==> src/rtl/hazard_ctrl.sv <==
`default_nettype none
// +--------------------------------------------------------------------------+
// | hazard_ctrl: forwarding selects, stall/flush controls and data-memory    |
// | wait-state FSM with timeout. Optional counters: HAZARD_PERF_EN.           |
// | Revision: 1.0                                                            |
// +--------------------------------------------------------------------------+
module hazard_ctrl #(
    parameter int unsigned WAIT_TIMEOUT = 255
) (
    input  logic        clk,
    input  logic        rst_n,
    input  logic [3:0]  i_RA1D,
    input  logic [3:0]  i_RA2D,
    input  logic [3:0]  i_RA1E,
    input  logic [3:0]  i_RA2E,
    input  logic [3:0]  i_WA3E,
    input  logic [3:0]  i_WA3M,
    input  logic [3:0]  i_WA3W,
    input  logic        i_RegWriteM,
    input  logic        i_RegWriteW,
    input  logic        i_MemtoRegE,
    input  logic        i_PCSrcD,
    input  logic        i_PCSrcE,
    input  logic        i_PCSrcM,
    input  logic        i_BranchTakenE,
    input  logic        i_MemReqM,
    input  logic        i_MemReadyM,
    output logic [1:0]  o_ForwardAE,
    output logic [1:0]  o_ForwardBE,
    output logic        o_StallF,
    output logic        o_StallD,
    output logic        o_StallE,
    output logic        o_StallM,
    output logic        o_FlushD,
    output logic        o_FlushE,
    output logic        o_FlushW,
    output logic        o_MemTimeout
`ifdef HAZARD_PERF_EN
    ,
    output logic [31:0] o_StallCnt,
    output logic [31:0] o_FlushCnt,
    output logic [31:0] o_WaitCnt
`endif
);

    localparam logic [1:0] FORWARD_FROM_ID  = 2'b00;
    localparam logic [1:0] FORWARD_FROM_WB  = 2'b01;
    localparam logic [1:0] FORWARD_FROM_MEM = 2'b10;
    localparam logic [7:0] C_WAIT_TIMEOUT   = 8'(WAIT_TIMEOUT);

    typedef enum logic [1:0] {
        RUN   = 2'd0,
        MWAIT = 2'd1,
        ERR   = 2'd2
    } state_t;

    state_t     state_q, state_d;
    logic [7:0] wait_cnt_q, wait_cnt_d;
    logic       timeout_q, timeout_d;

    logic       w_ldstall;
    logic       w_pcpend;
    logic       w_memwait;
    logic       w_freeze;

    // Register 15 is the PC and is never forwarded.
    function automatic logic [1:0] fwd_sel(
        input logic [3:0] ra, input logic [3:0] wa_m, input logic we_m,
        input logic [3:0] wa_w, input logic we_w
    );
        if (we_m && wa_m == ra && ra != 4'd15)      return FORWARD_FROM_MEM;
        else if (we_w && wa_w == ra && ra != 4'd15) return FORWARD_FROM_WB;
        else                                        return FORWARD_FROM_ID;
    endfunction

    assign w_ldstall = i_MemtoRegE && (i_WA3E == i_RA1D || i_WA3E == i_RA2D);
    assign w_pcpend  = i_PCSrcD | i_PCSrcE | i_PCSrcM;
    assign w_memwait = i_MemReqM & ~i_MemReadyM;
    assign w_freeze  = w_memwait | (state_q == ERR);

    always_ff @(posedge clk or negedge rst_n) begin
        if (!rst_n) begin
            state_q    <= RUN;
            wait_cnt_q <= 8'd0;
            timeout_q  <= 1'b0;
        end else begin
            state_q    <= state_d;
            wait_cnt_q <= wait_cnt_d;
            timeout_q  <= timeout_d;
        end
    end

    always_comb begin
        state_d = state_q;
        case (state_q)
            RUN:     if (w_memwait) state_d = MWAIT;
            MWAIT: begin
                if (i_MemReadyM)                      state_d = RUN;
                else if (wait_cnt_q >= C_WAIT_TIMEOUT) state_d = ERR;
            end
            ERR:     state_d = ERR;
            default: state_d = RUN;
        endcase

        wait_cnt_d = wait_cnt_q;
        if (i_MemReadyM || (state_q == MWAIT && state_d != MWAIT))
            wait_cnt_d = 8'd0;
        else if (w_freeze && state_q != ERR && wait_cnt_q != 8'hFF)
            wait_cnt_d = wait_cnt_q + 8'd1;

        timeout_d = timeout_q | (state_d == ERR);

        o_ForwardAE = fwd_sel(i_RA1E, i_WA3M, i_RegWriteM, i_WA3W, i_RegWriteW);
        o_ForwardBE = fwd_sel(i_RA2E, i_WA3M, i_RegWriteM, i_WA3W, i_RegWriteW);
        o_StallF    = w_ldstall | w_pcpend;
        o_StallD    = w_ldstall;
        o_StallE    = 1'b0;
        o_StallM    = 1'b0;
        o_FlushD    = w_pcpend | i_BranchTakenE;
        o_FlushE    = w_ldstall | i_BranchTakenE;
        o_FlushW    = 1'b0;

        // Hazards seen while frozen stay in their stage and resolve after the freeze.
        if (w_freeze) begin
            o_StallF = 1'b1;
            o_StallD = 1'b1;
            o_StallE = 1'b1;
            o_StallM = 1'b1;
            o_FlushD = 1'b0;
            o_FlushE = 1'b0;
            o_FlushW = 1'b1;
        end

        if (!rst_n) begin
            o_ForwardAE = FORWARD_FROM_ID;
            o_ForwardBE = FORWARD_FROM_ID;
            o_StallF    = 1'b0;
            o_StallD    = 1'b0;
            o_StallE    = 1'b0;
            o_StallM    = 1'b0;
            o_FlushD    = 1'b1;
            o_FlushE    = 1'b1;
            o_FlushW    = 1'b1;
        end
    end

    assign o_MemTimeout = timeout_q;

`ifdef HAZARD_PERF_EN
    logic [31:0] stall_cnt_q, flush_cnt_q, wait_cnt_perf_q;

    always_ff @(posedge clk or negedge rst_n) begin
        if (!rst_n) begin
            stall_cnt_q     <= 32'd0;
            flush_cnt_q     <= 32'd0;
            wait_cnt_perf_q <= 32'd0;
        end else begin
            stall_cnt_q     <= stall_cnt_q + {31'd0, o_StallF};
            flush_cnt_q     <= flush_cnt_q + {31'd0, o_FlushE};
            wait_cnt_perf_q <= wait_cnt_perf_q + {31'd0, w_freeze};
        end
    end

    assign o_StallCnt = stall_cnt_q;
    assign o_FlushCnt = flush_cnt_q;
    assign o_WaitCnt  = wait_cnt_perf_q;
`else
    // Counters absent in this build.
`endif

endmodule
`default_nettype wire

==> config.mk <==
export PLATFORM = sky130hd
export DESIGN_NAME = hazard_ctrl
export DESIGN_NICKNAME = d
export VERILOG_FILES = /design/src/rtl/hazard_ctrl.sv
export SDC_FILE = /design/constraint.sdc
export NUM_CORES = 1
export LEC_CHECK = 0
export ABC_CLOCK_PERIOD_IN_PS = 2250
export CORE_MARGIN = 2
export CORE_UTILIZATION = 39
export CTS_CLUSTER_DIAMETER = 40
export CTS_CLUSTER_SIZE = 30
export DETAILED_ROUTE_END_ITERATION = 8
export PLACE_DENSITY = 0.84
export SLEW_MARGIN = 10
export SYNTH_ARGS = -nofsm -noshare
export SYNTH_HDL_FRONTEND = slang
export SYNTH_SLANG_ARGS = --single-unit
==> constraint.sdc <==
create_clock -name clk -period 2.25 [get_ports clk]
set_input_delay 0.675 -clock clk [delete_from_list [all_inputs] [get_ports clk]]
set_output_delay 0.675 -clock clk [all_outputs]
set_load 0.05 [all_outputs]
==> reports/results.txt <==
The run finished, with violations left. The final reports fail on negative setup slack. Entering global routing, the biggest net connects 10 pins. Traced cell by cell, the critical path runs through buf_2 -> xor2_1 -> nor4_2 -> buf_4 -> o211ai_1 -> nand2_2 -> buf_8. The run gives 384 MHz as the maximum clock frequency. Among all stages on the critical path, the largest delay is contributed by sky130_fd_sc_hd__nor4_2.

TritonCTS built the clock tree. For the share of total power in the clock network, the log shows 0.238. The most critical setup path has its startpoint at i_WA3E[1].

Counting flops with a built-in enable in the synthesized netlist gives 0. The clock reaches the later pin of the worst-skew pair after 280 ps. The run gives 0 as the final number of max-transition violations.

For the total CTS buffers, the log shows 3. The leakage power summed over all cells was 0.891 nW. After legalization and detailed placement, the total HPWL measured 2.68 mm. Summing all flip-flop and latch instances after layout gives 275 sq um. Clock-pin slew was measured on the worst setup and hold paths at 70 ps. Along the worst path, the maximum fanout reaches 2. The internal power came out at 0.405 mW. The power consumption came out at 0.600 mW. The commonest register cell after synthesis is sky130_fd_sc_hd__dfrtp_1.

The layout net count is 232, and the area of the core region is 2430 sq um. The number of nets in the synthesized netlist is 154. The source of the worst register-to-register timing path was wait_cnt_q[0]$_DFFE_PN0P_. Leading area contributor after synthesis: sky130_fd_sc_hd__dfrtp_1. Across the run, the number of max-cap violations was 0. The fraction of final layout cells sized beyond drive strength 1 came out at 0.586. The fraction of power spent switching nets was 0.325; the number of levels in the clock H-tree was 1. The post-layout minimum cycle time was 2610 ps. Setup repair after global routing could not meet its margin everywhere. Per-instance average area after synthesis: 8.57 sq um. After filler insertion, the fill cell instance count of the layout stands at 136. The initial antenna violation count is 0, and the overall global routing resource usage is 0.248. Critical path capture point type: an output port. The number of standard-cell rows in the floorplan was 18.

The critical path is of the input port to output port type. The effective utilization at floorplan is 0.402. The run gives 0.282 as the share of synthesized area occupied by flip-flops and latches. The tree is rooted in a sky130_fd_sc_hd__clkbuf_4.

For the post-synthesis instance area, the log shows 977 sq um. The maximum number of buffers from clock root to sink is 2, and the total DRC errors in the routed layout is 0. The via count of the first global-routing pass is 1217.

Routed wire length: 3.54 mm. After detailed routing, the number of vias per cell comes to 5.49. 51 I/O pins were placed. The area of the die is 2920 sq um.

After the first detailed-routing iteration, the DRC count stood at 30. The area of the multi-input gates is 912 sq um, and the warning count from the yosys run is 0. The worst setup path is launched from an input port.

The register share of total power was 0.329. For this design the ratio of total power to cell area is 301 nW/um^2. Post-synthesis to final-layout area growth: 104%.

The first global-routing pass estimated 5.18 mm of wire. Worst-case headroom to the max-slew limit: 0.670. After synthesis, the cell types taking the most area are sky130_fd_sc_hd__dfrtp_1, sky130_fd_sc_hd__xor2_1, sky130_fd_sc_hd__xnor2_1. After synthesis the netlist holds a flip-flop and latch count of 11. The combinational share of power is 0.433. The first detailed-routing pass ran for 4 iterations. The die height was 54.1 microns.

After synthesis, the most frequently instantiated cells are sky130_fd_sc_hd__xor2_1, sky130_fd_sc_hd__dfrtp_1, sky130_fd_sc_hd__a21oi_1, sky130_fd_sc_hd__nand3_1. Timing analysis after detailed placement gives a worst setup slack of -769 ps. The min-delay analysis places its worst path in the category input port to asynchronous set/reset pin. The total global routing overflow was 0; the floorplan die width was 54.1 microns. The logs give 1570 ps for the endpoint required time on the critical path and 1214 for the routed via count. The final critical-path share of the clock period was 1.16; the maximum resistive drop on vdd was 270 uV.

The antenna diode instance count is 0. By instance count, the leading cell after synthesis is sky130_fd_sc_hd__xor2_1. The share of the synthesized area in the top cell type was 0.282. The count of port buffers added during placement is 50, and the async set-or-reset flop fraction in the synthesized netlist is 1.00. At the pin with the least slew margin, the transition time is 493 ps. Synthesis produced 114 cells. The clock arrives with 11.8 ps of skew. The analysis attributes to net switching a power of 0.195 mW.

The detail route stage leaves a number of antenna-violating nets equal to 0. STA puts the critical path data arrival time at 1930 ps. Routability-driven placement finished with a final weighted congestion of 0.724. After detailed routing, the average wire length per cell comes to 16.0 microns. Count of clock tree sinks: 11. The run gives 0 as the final hold violation count. The final worst setup slack came out at -357 ps. Setup violations remaining at the end of the flow were counted as 5.

The core utilization of the finished layout is 0.820. The largest single stage delay on the critical path is 400 ps. The number of distinct standard cells referenced by the synthesized netlist came out at 35.
## layout make-up
class,count,share of cell area
flip-flops and latches,11,0.138
clock buffers,4,0.0132
repair buffers,74,0.366
well taps,30,0.0188
inverters,4,0.00752
multi-input cells,98,0.457
## per-layer routing
layer / part of all wire / global-route usage
met4: 0.012 / 0.0625
met1: 0.33 / 0.228
met5: 0 / 0
met2: 0.59 / 0.537
met3: 0.067 / 0.0417
## state kept, by name, summed over array words and instances (netlist names)
| signal | count |
|---|---|
| wait_cnt_q | 8 |
| state_q | 2 |
| o_MemTimeout | 1 |
## logic make-up (layout without fill, tap and decap cells)
logic type               Yosys count  count (layout)  synth area share
adder cells (fa/ha/maj)            1               1            0.0128
flip-flops                        11              11             0.282
buffers and inverters              5              82            0.0230
multiplexers                       2               2            0.0205
AND/OR/NAND/NOR                   49              49             0.291
AO/OA/AOI/OAI                     25              25             0.183
XOR/XNOR                          21              21             0.188
## worst paths after layout
kind,endpoint,slack [ps],depth (start not counted)
min in group clk,o_MemTimeout$_DFF_PN0_,490,1
max in group asynchronous,state_q[0]$_DFF_PN0_,1610,3
max,o_FlushE,-360,7
min,wait_cnt_q[5]$_DFFE_PN0P_,330,2
max reg2reg,wait_cnt_q[0]$_DFFE_PN0P_,590,6
min reg2reg,o_MemTimeout$_DFF_PN0_,490,1
## power groups by stage
stage	combinational (mW)	clock, mW	sequential, mW
2_1_floorplan	0.0767	0	0.201
3_3_place_gp	0.216	0	0.201
3_5_place_dp	0.225	0	0.201
4_1_cts	0.234	0.144	0.198
5_1_grt	0.274	0.151	0.197
6_report	0.260	0.143	0.198
## through the flow
stage	TNS, ps	hold WS, ps	cell area [sq um]	std cells
2_1_floorplan	-431	379	1030	114
3_3_place_gp	-4750	452	1790	212
3_5_place_dp	-5610	474	1790	212
5_1_grt	-1330	336	2000	221
6_report	-1130	327	2000	221
4_1_cts	-652	326	1890	219
## layout by cell type (no fill, tap or decap), drive strengths merged
cell type,instances
mux2i,2
clkdlybuf4s15,3
and3,2
a21oi,9
and3b,1
nor3,2
or3,5
ha,1
o211ai,2
and4,1
o31ai,1
nor2,7
xnor2,6
nand2b,1
dfrtp,11
inv,4
buf,65
xor2,15
and2,2
a211oi,1
nor4,4
o41ai,1
o211a,1
clkdlybuf4s50,2
nand4,5
nand2,6
dlygate4sd2,2
o21ai,7
nand3,9
or2,3
clkbuf,6
a31oi,2
nor2b,1
o21bai,1
## critical path: cells and delay by family
family / cells / cell delay (ps)
AO/OA/AOI/OAI: 1 / 110
buffers and inverters: 3 / 450
AND/OR/NAND/NOR: 2 / 520
XOR/XNOR: 1 / 180
## what timing repair did
item,in CTS,in global routing
setup buffers,3,2
gates resized for setup,173,28
hold buffers,0,0
pin swaps,29,17
setup endpoints to repair,11,10
No activity file was read; power rests on OpenSTA's default activity.
